<file path="config.mk">
export PLATFORM = sky130hd
export DESIGN_NAME = alu_sweep_driver
export DESIGN_NICKNAME = d
export VERILOG_FILES = /design/src/rtl/alu_sweep_driver.sv
export SDC_FILE = /design/constraint.sdc
export NUM_CORES = 1
export LEC_CHECK = 0
export CAP_MARGIN = 15
export CORE_ASPECT_RATIO = 0.6
export CORE_MARGIN = 3
export CORE_UTILIZATION = 38
export DETAILED_ROUTE_END_ITERATION = 16
export GPL_ROUTABILITY_DRIVEN = 0
export PLACE_DENSITY = 0.77
export SLEW_MARGIN = 20
export SYNTH_ARGS = -nofsm -noshare
export SYNTH_HDL_FRONTEND = slang
export SYNTH_SLANG_ARGS = --single-unit
</file>
<file path="constraint.sdc">
create_clock -name clk -period 3.5 [get_ports clk]
set_input_delay 0.7 -clock clk [delete_from_list [all_inputs] [get_ports clk]]
set_output_delay 0.7 -clock clk [all_outputs]
set_load 0.02 [all_outputs]
</file>
<file path="src/rtl/alu_sweep_driver.sv">
// ALU sweep engine: latches one operand pair, steps the ALU through op codes 0..MAX_OP,
// and compacts every settled response into a 32-bit MISR signature plus flag counters.
module alu_sweep_driver #(
    parameter logic [3:0]  MAX_OP        = 4'd10,
    parameter int          SETTLE_CYCLES = 1,
    parameter logic [31:0] SIG_SEED      = 32'hFFFFFFFF
) (
    input  logic        clk,
    input  logic        rst,
    input  logic        start,
    input  logic [31:0] x_in,
    input  logic [31:0] y_in,
    output logic        busy,
    output logic        done,
    output logic [31:0] alu_x,
    output logic [31:0] alu_y,
    output logic [3:0]  alu_op,
    input  logic [31:0] alu_z,
    input  logic        alu_overflow,
    input  logic        alu_equal,
    input  logic        alu_zero,
    output logic [31:0] signature,
    output logic [3:0]  zero_count,
    output logic [3:0]  ovf_count
);

    localparam int CW = (SETTLE_CYCLES > 1) ? $clog2(SETTLE_CYCLES) : 1;
    localparam logic [CW-1:0] SETTLE_RELOAD = CW'(SETTLE_CYCLES - 1);

    typedef enum logic [1:0] {
        IDLE,
        SETTLE,
        CAPTURE,
        DONE
    } state_t;

    state_t        state;
    state_t        state_next;
    logic [CW-1:0] settle_cnt;
    logic          accept;
    logic          capture;
    logic          feedback;
    logic [31:0]   misr_next;

    always_ff @(posedge clk or posedge rst) begin
        if (rst) begin
            state <= IDLE;
        end else begin
            state <= state_next;
        end
    end

    always_comb begin
        state_next = state;
        case (state)
            IDLE:    if (start) state_next = SETTLE;
            SETTLE:  if (settle_cnt == '0) state_next = CAPTURE;
            CAPTURE: state_next = (alu_op == MAX_OP) ? DONE : SETTLE;
            DONE:    state_next = IDLE;
            default: state_next = IDLE;
        endcase
    end

    assign busy    = (state == SETTLE) || (state == CAPTURE);
    assign done    = (state == DONE);
    assign accept  = (state == IDLE) && start;
    assign capture = (state == CAPTURE);

    // Taps for x^32+x^22+x^2+x+1; the ALU word and flags fold in after the shift.
    assign feedback  = signature[31] ^ signature[21] ^ signature[1] ^ signature[0];
    assign misr_next = {signature[30:0], feedback} ^ alu_z
                     ^ {29'b0, alu_overflow, alu_equal, alu_zero};

    always_ff @(posedge clk or posedge rst) begin
        if (rst) begin
            alu_x      <= '0;
            alu_y      <= '0;
            alu_op     <= '0;
            signature  <= SIG_SEED;
            zero_count <= '0;
            ovf_count  <= '0;
            settle_cnt <= '0;
        end else if (accept) begin
            alu_x      <= x_in;
            alu_y      <= y_in;
            alu_op     <= '0;
            signature  <= SIG_SEED;
            zero_count <= '0;
            ovf_count  <= '0;
            settle_cnt <= SETTLE_RELOAD;
        end else if (state == SETTLE) begin
            if (settle_cnt != '0) begin
                settle_cnt <= settle_cnt - 1'b1;
            end
        end else if (capture) begin
            signature <= misr_next;
            if (alu_zero && (zero_count != 4'hF)) begin
                zero_count <= zero_count + 4'd1;
            end
            if (alu_overflow && (ovf_count != 4'hF)) begin
                ovf_count <= ovf_count + 4'd1;
            end
            // Op code stays on MAX_OP after the final capture so the last response is visible.
            if (alu_op != MAX_OP) begin
                alu_op     <= alu_op + 4'd1;
                settle_cnt <= SETTLE_RELOAD;
            end
        end
    end

endmodule

</file>
==> out/qor.tcl <==
set qor(result_of_the_run) {completed}
set qor(finalSetupTns_ns) 0
set qor(boundaryPins) 212
set qor(worst_hold_path_type) {flip-flop to flip-flop}
set qor(fillers) 902
set qor(fmax_mhz) 409
set qor(post-route-cell-area_um2) 7310
set qor(area_delta_synth_final_pct) 54.1
set qor(grt_max_degree) 51
set qor(initial_antenna_violation_count) 0
set qor(portBuffers) 211
set qor(max_slew.worst_pin.slew_ns) 0.730
set qor(antenna_cells_inserted) 0
set qor(cp_data_arrival_time_ns) 1.75
set qor(fp.dieArea_um2) 13900
set qor(commonest_non_fill_non_tap_cell_in_the_layout) {clkdlybuf4s50_1}
set qor(wirelength_mm) 12.5
set qor(share_of_the_synthesized_area_in_compound_gates_ao_oa_aoi_oai_pct) 9.66
set qor(cts.htree.levels) 3
set qor(maximum_ir_drop_on_the_vdd_rail_v) 0.000515
set qor(detailedRoute.firstPassIterationCount) 4
set qor(layout_common_cells) {clkdlybuf4s50_1, dfrtp_1, mux2_2}
set qor(multiInputGateArea_um2) 1820
set qor(clockBufferDepth) 2
set qor(rsz0062_at_grt) {no}
set qor(clkSinkCount) 110
set qor(fin_skew_ns) 0.00851
set qor(start_util_pct) 40.4
set qor(critPathKind) {flip-flop to output pin}
set qor(yosys.area_share.adder_pct) 2.37
set qor(timing.slew.headroom_pct) 51.2
set qor(post_synth_cell_types) 34
set qor(share_of_synthesized_area_spent_on_multiplexers_pct) 15.6
set qor(cts_buf_count) 9
set qor(nNetsFinal) 658
set qor(grt_first_pass_wirelength_mm) 19.6
set qor(die-height_um) 92.5
set qor(layout-drive-gt1-share_pct) 20.9
set qor(async_reset_ff_share_pct) 100
set qor(number_of_global_route_vias_before_repair) 3571
set qor(vias) 3471
set qor(cts_tree) {built}
set qor(clkSlewWorstSetupHoldPaths_ns) 0.07
set qor(groute.usage.overall_pct) 17.7
set qor(drt_first_iter_violations) 135
set qor(finalSetupViolCount) 0
set qor(seq_cell_area_um2) 2790
set qor(cts-hold-fix-buffers) 0
set qor(place_worst_setup_slack_ns) 0.782
set qor(dp_hpwl_mm) 9.49
set qor(maxSlewViolCount) 0
set qor(fin_crit_sh_pct) 69.9
set qor(number_of_register_bits_inferred_by_synthesis) 110
set qor(crit_fanout) 5
set qor(synth-edff-count) 0
set qor(fp.dieW_um) 150
set qor(max_cap_viol_count) 0
set qor(grt.overflow.total) 0
set qor(placement.cell_area_um2) 7010
set qor(clk_root_buffer_cell) {clkbuf_16}
set qor(gate_count_after_technology_mapping) 338
set qor(power.density_cell_area_nw_per_um2) 973
set qor(synthesis.yosys.warnings) 0
set qor(postLayoutSetupSlackWorst_ns) 1.05
set qor(worst_setup_path_start_kind) {flip-flop}
set qor(worst_skew_pair.late_latency_ns) 0.34
set qor(detail_route.vias_per_cell) 4.88
set qor(critical_path.endpoint_type) {output pin}
set qor(postSynthNetCount) 449
set qor(remaining_drc_errors) 0
set qor(floorplan.rows) 30
set qor(core_area_um2) 11700
set qor(final_period_minus_worst_setup_slack_ns) 2.45
set qor(cts.repair.resized) 0
set qor(final-hold-violation-count) 0
set qor(synthSimpleGateAreaFrac_pct) 3.72
set qor(routed_wire_length_per_instance_um) 17.6
set qor(yosys.area_share.xor_xnor_pct) 6.94
set qor(post_drt_antenna_nets) 0
set qor(synth_area_um2) 4740
set qor(post_synth.cell_area_avg_um2) 14.0
set qor(combinational_family_with_the_most_area_after_synthesis) {multiplexers}
set qor(p_leak_nw) 2.89
set qor(worst-endpoint-required_ns) 2.80
set qor(synth-main-ff-cell) {dfrtp_1}
set qor(cts_setup_buffers) 0
set qor(synth.yosys.seq_area_share_pct) 58.9
[layer usage]
| layer | part of all wire, % | track usage [%] | vias up |
|---|---|---|---|
| met4 | 0.60 | 2.97 | 0 |
| met1 | 44 | 24.2 | 1728 |
| met3 | 8.2 | 6.01 | 6 |
| met5 | 0 | 0 | - |
| li1 | - | - | 1620 |
| met2 | 47 | 27.8 | 117 |
[cell families (layout without fill, tap and decap cells)]
| logic type | after synthesis | after routing |
|---|---|---|
| buffers and inverters | 25 | 238 |
| muxes | 66 | 66 |
| adders and majority gates | 9 | 9 |
| AOI/OAI and AO/OA | 58 | 58 |
| xor gates and xnor gates | 36 | 36 |
| and+or+nand+nor | 34 | 34 |
| DFF | 110 | 110 |
[area by class of cell]
cell class | count | share of cell area (%)
tap | 160 | 2.74
clock inverter | 6 | 0.976
multi-input combinational | 203 | 24.9
timing repair buffer | 215 | 29.7
inverter | 8 | 0.462
sequential | 110 | 38.2
clock buffer | 9 | 3.08
[sequential cells by signal, indices dropped and copies added (netlist names)]
name,flops
alu_y,32
alu_x,32
zero_count,4
state,2
alu_op,4
signature,32
ovf_count,4
[power by group]
group | switching, mW | leakage [nW] | internal, mW
logic | 1.74 | 1.47 | 1.89
registers | 0.438 | 1.28 | 2.02
clock network | 0.463 | 0.145 | 0.559
total | 2.64 | 2.89 | 4.47
[through the flow]
| stage | total power [mW] | hold slack [ns] | util [%] | instances |
|---|---|---|---|---|
| 3_3_place_gp | 6.02 | 0.469 | 59.7 | 696 |
| 4_1_cts | 7.19 | 0.492 | 62.2 | 711 |
| 6_report | 7.11 | 0.487 | 62.2 | 711 |
| 2_1_floorplan | 4.46 | 0.499 | - | 338 |
| 5_1_grt | 7.52 | 0.509 | 62.2 | 711 |
| 3_5_place_dp | 6.14 | 0.474 | 59.7 | 696 |
[cell usage after synthesis, types with 3 or more instances]
cell | count | share of area, %
nand4_1 | 3 | 0.40
nor3_1 | 5 | 0.53
dfstp_2 | 32 | 18
xor2_1 | 30 | 5.5
buf_2 | 4 | 0.42
buf_4 | 9 | 1.4
mux2_2 | 58 | 14
xnor2_1 | 5 | 0.92
mux2_1 | 6 | 1.4
inv_1 | 8 | 0.63
nor2_1 | 5 | 0.40
nand2_1 | 8 | 0.63
nand3_1 | 5 | 0.53
o22a_1 | 35 | 6.5
ha_1 | 9 | 2.4
a21oi_1 | 4 | 0.42
dfrtp_1 | 78 | 41
o21ai_0 | 9 | 0.95
clkbuf_1 | 4 | 0.32
[path summary, 6_finish.rpt]
kind	start	endpoint	slack, ns	cells past startpoint
setup / recovery	state[1]	busy	1.05	3
hold / removal	alu_y[30]	alu_y[30]	0.49	1
setup reg to reg	state[1]	signature[0]	1.20	6
hold reg to reg	alu_y[30]	alu_y[30]	0.49	1
max in group asynchronous	rst	alu_y[30]	1.81	3
min in group asynchronous	rst	alu_x[22]	0.84	2
[critical path, stage by stage, from the launching register on]
cell,delay (ns)
dfrtp_1,0.43
inv_1,0.10
ha_1,0.28
clkdlybuf4s50_1,0.60
(Power assumes the default switching activity.)
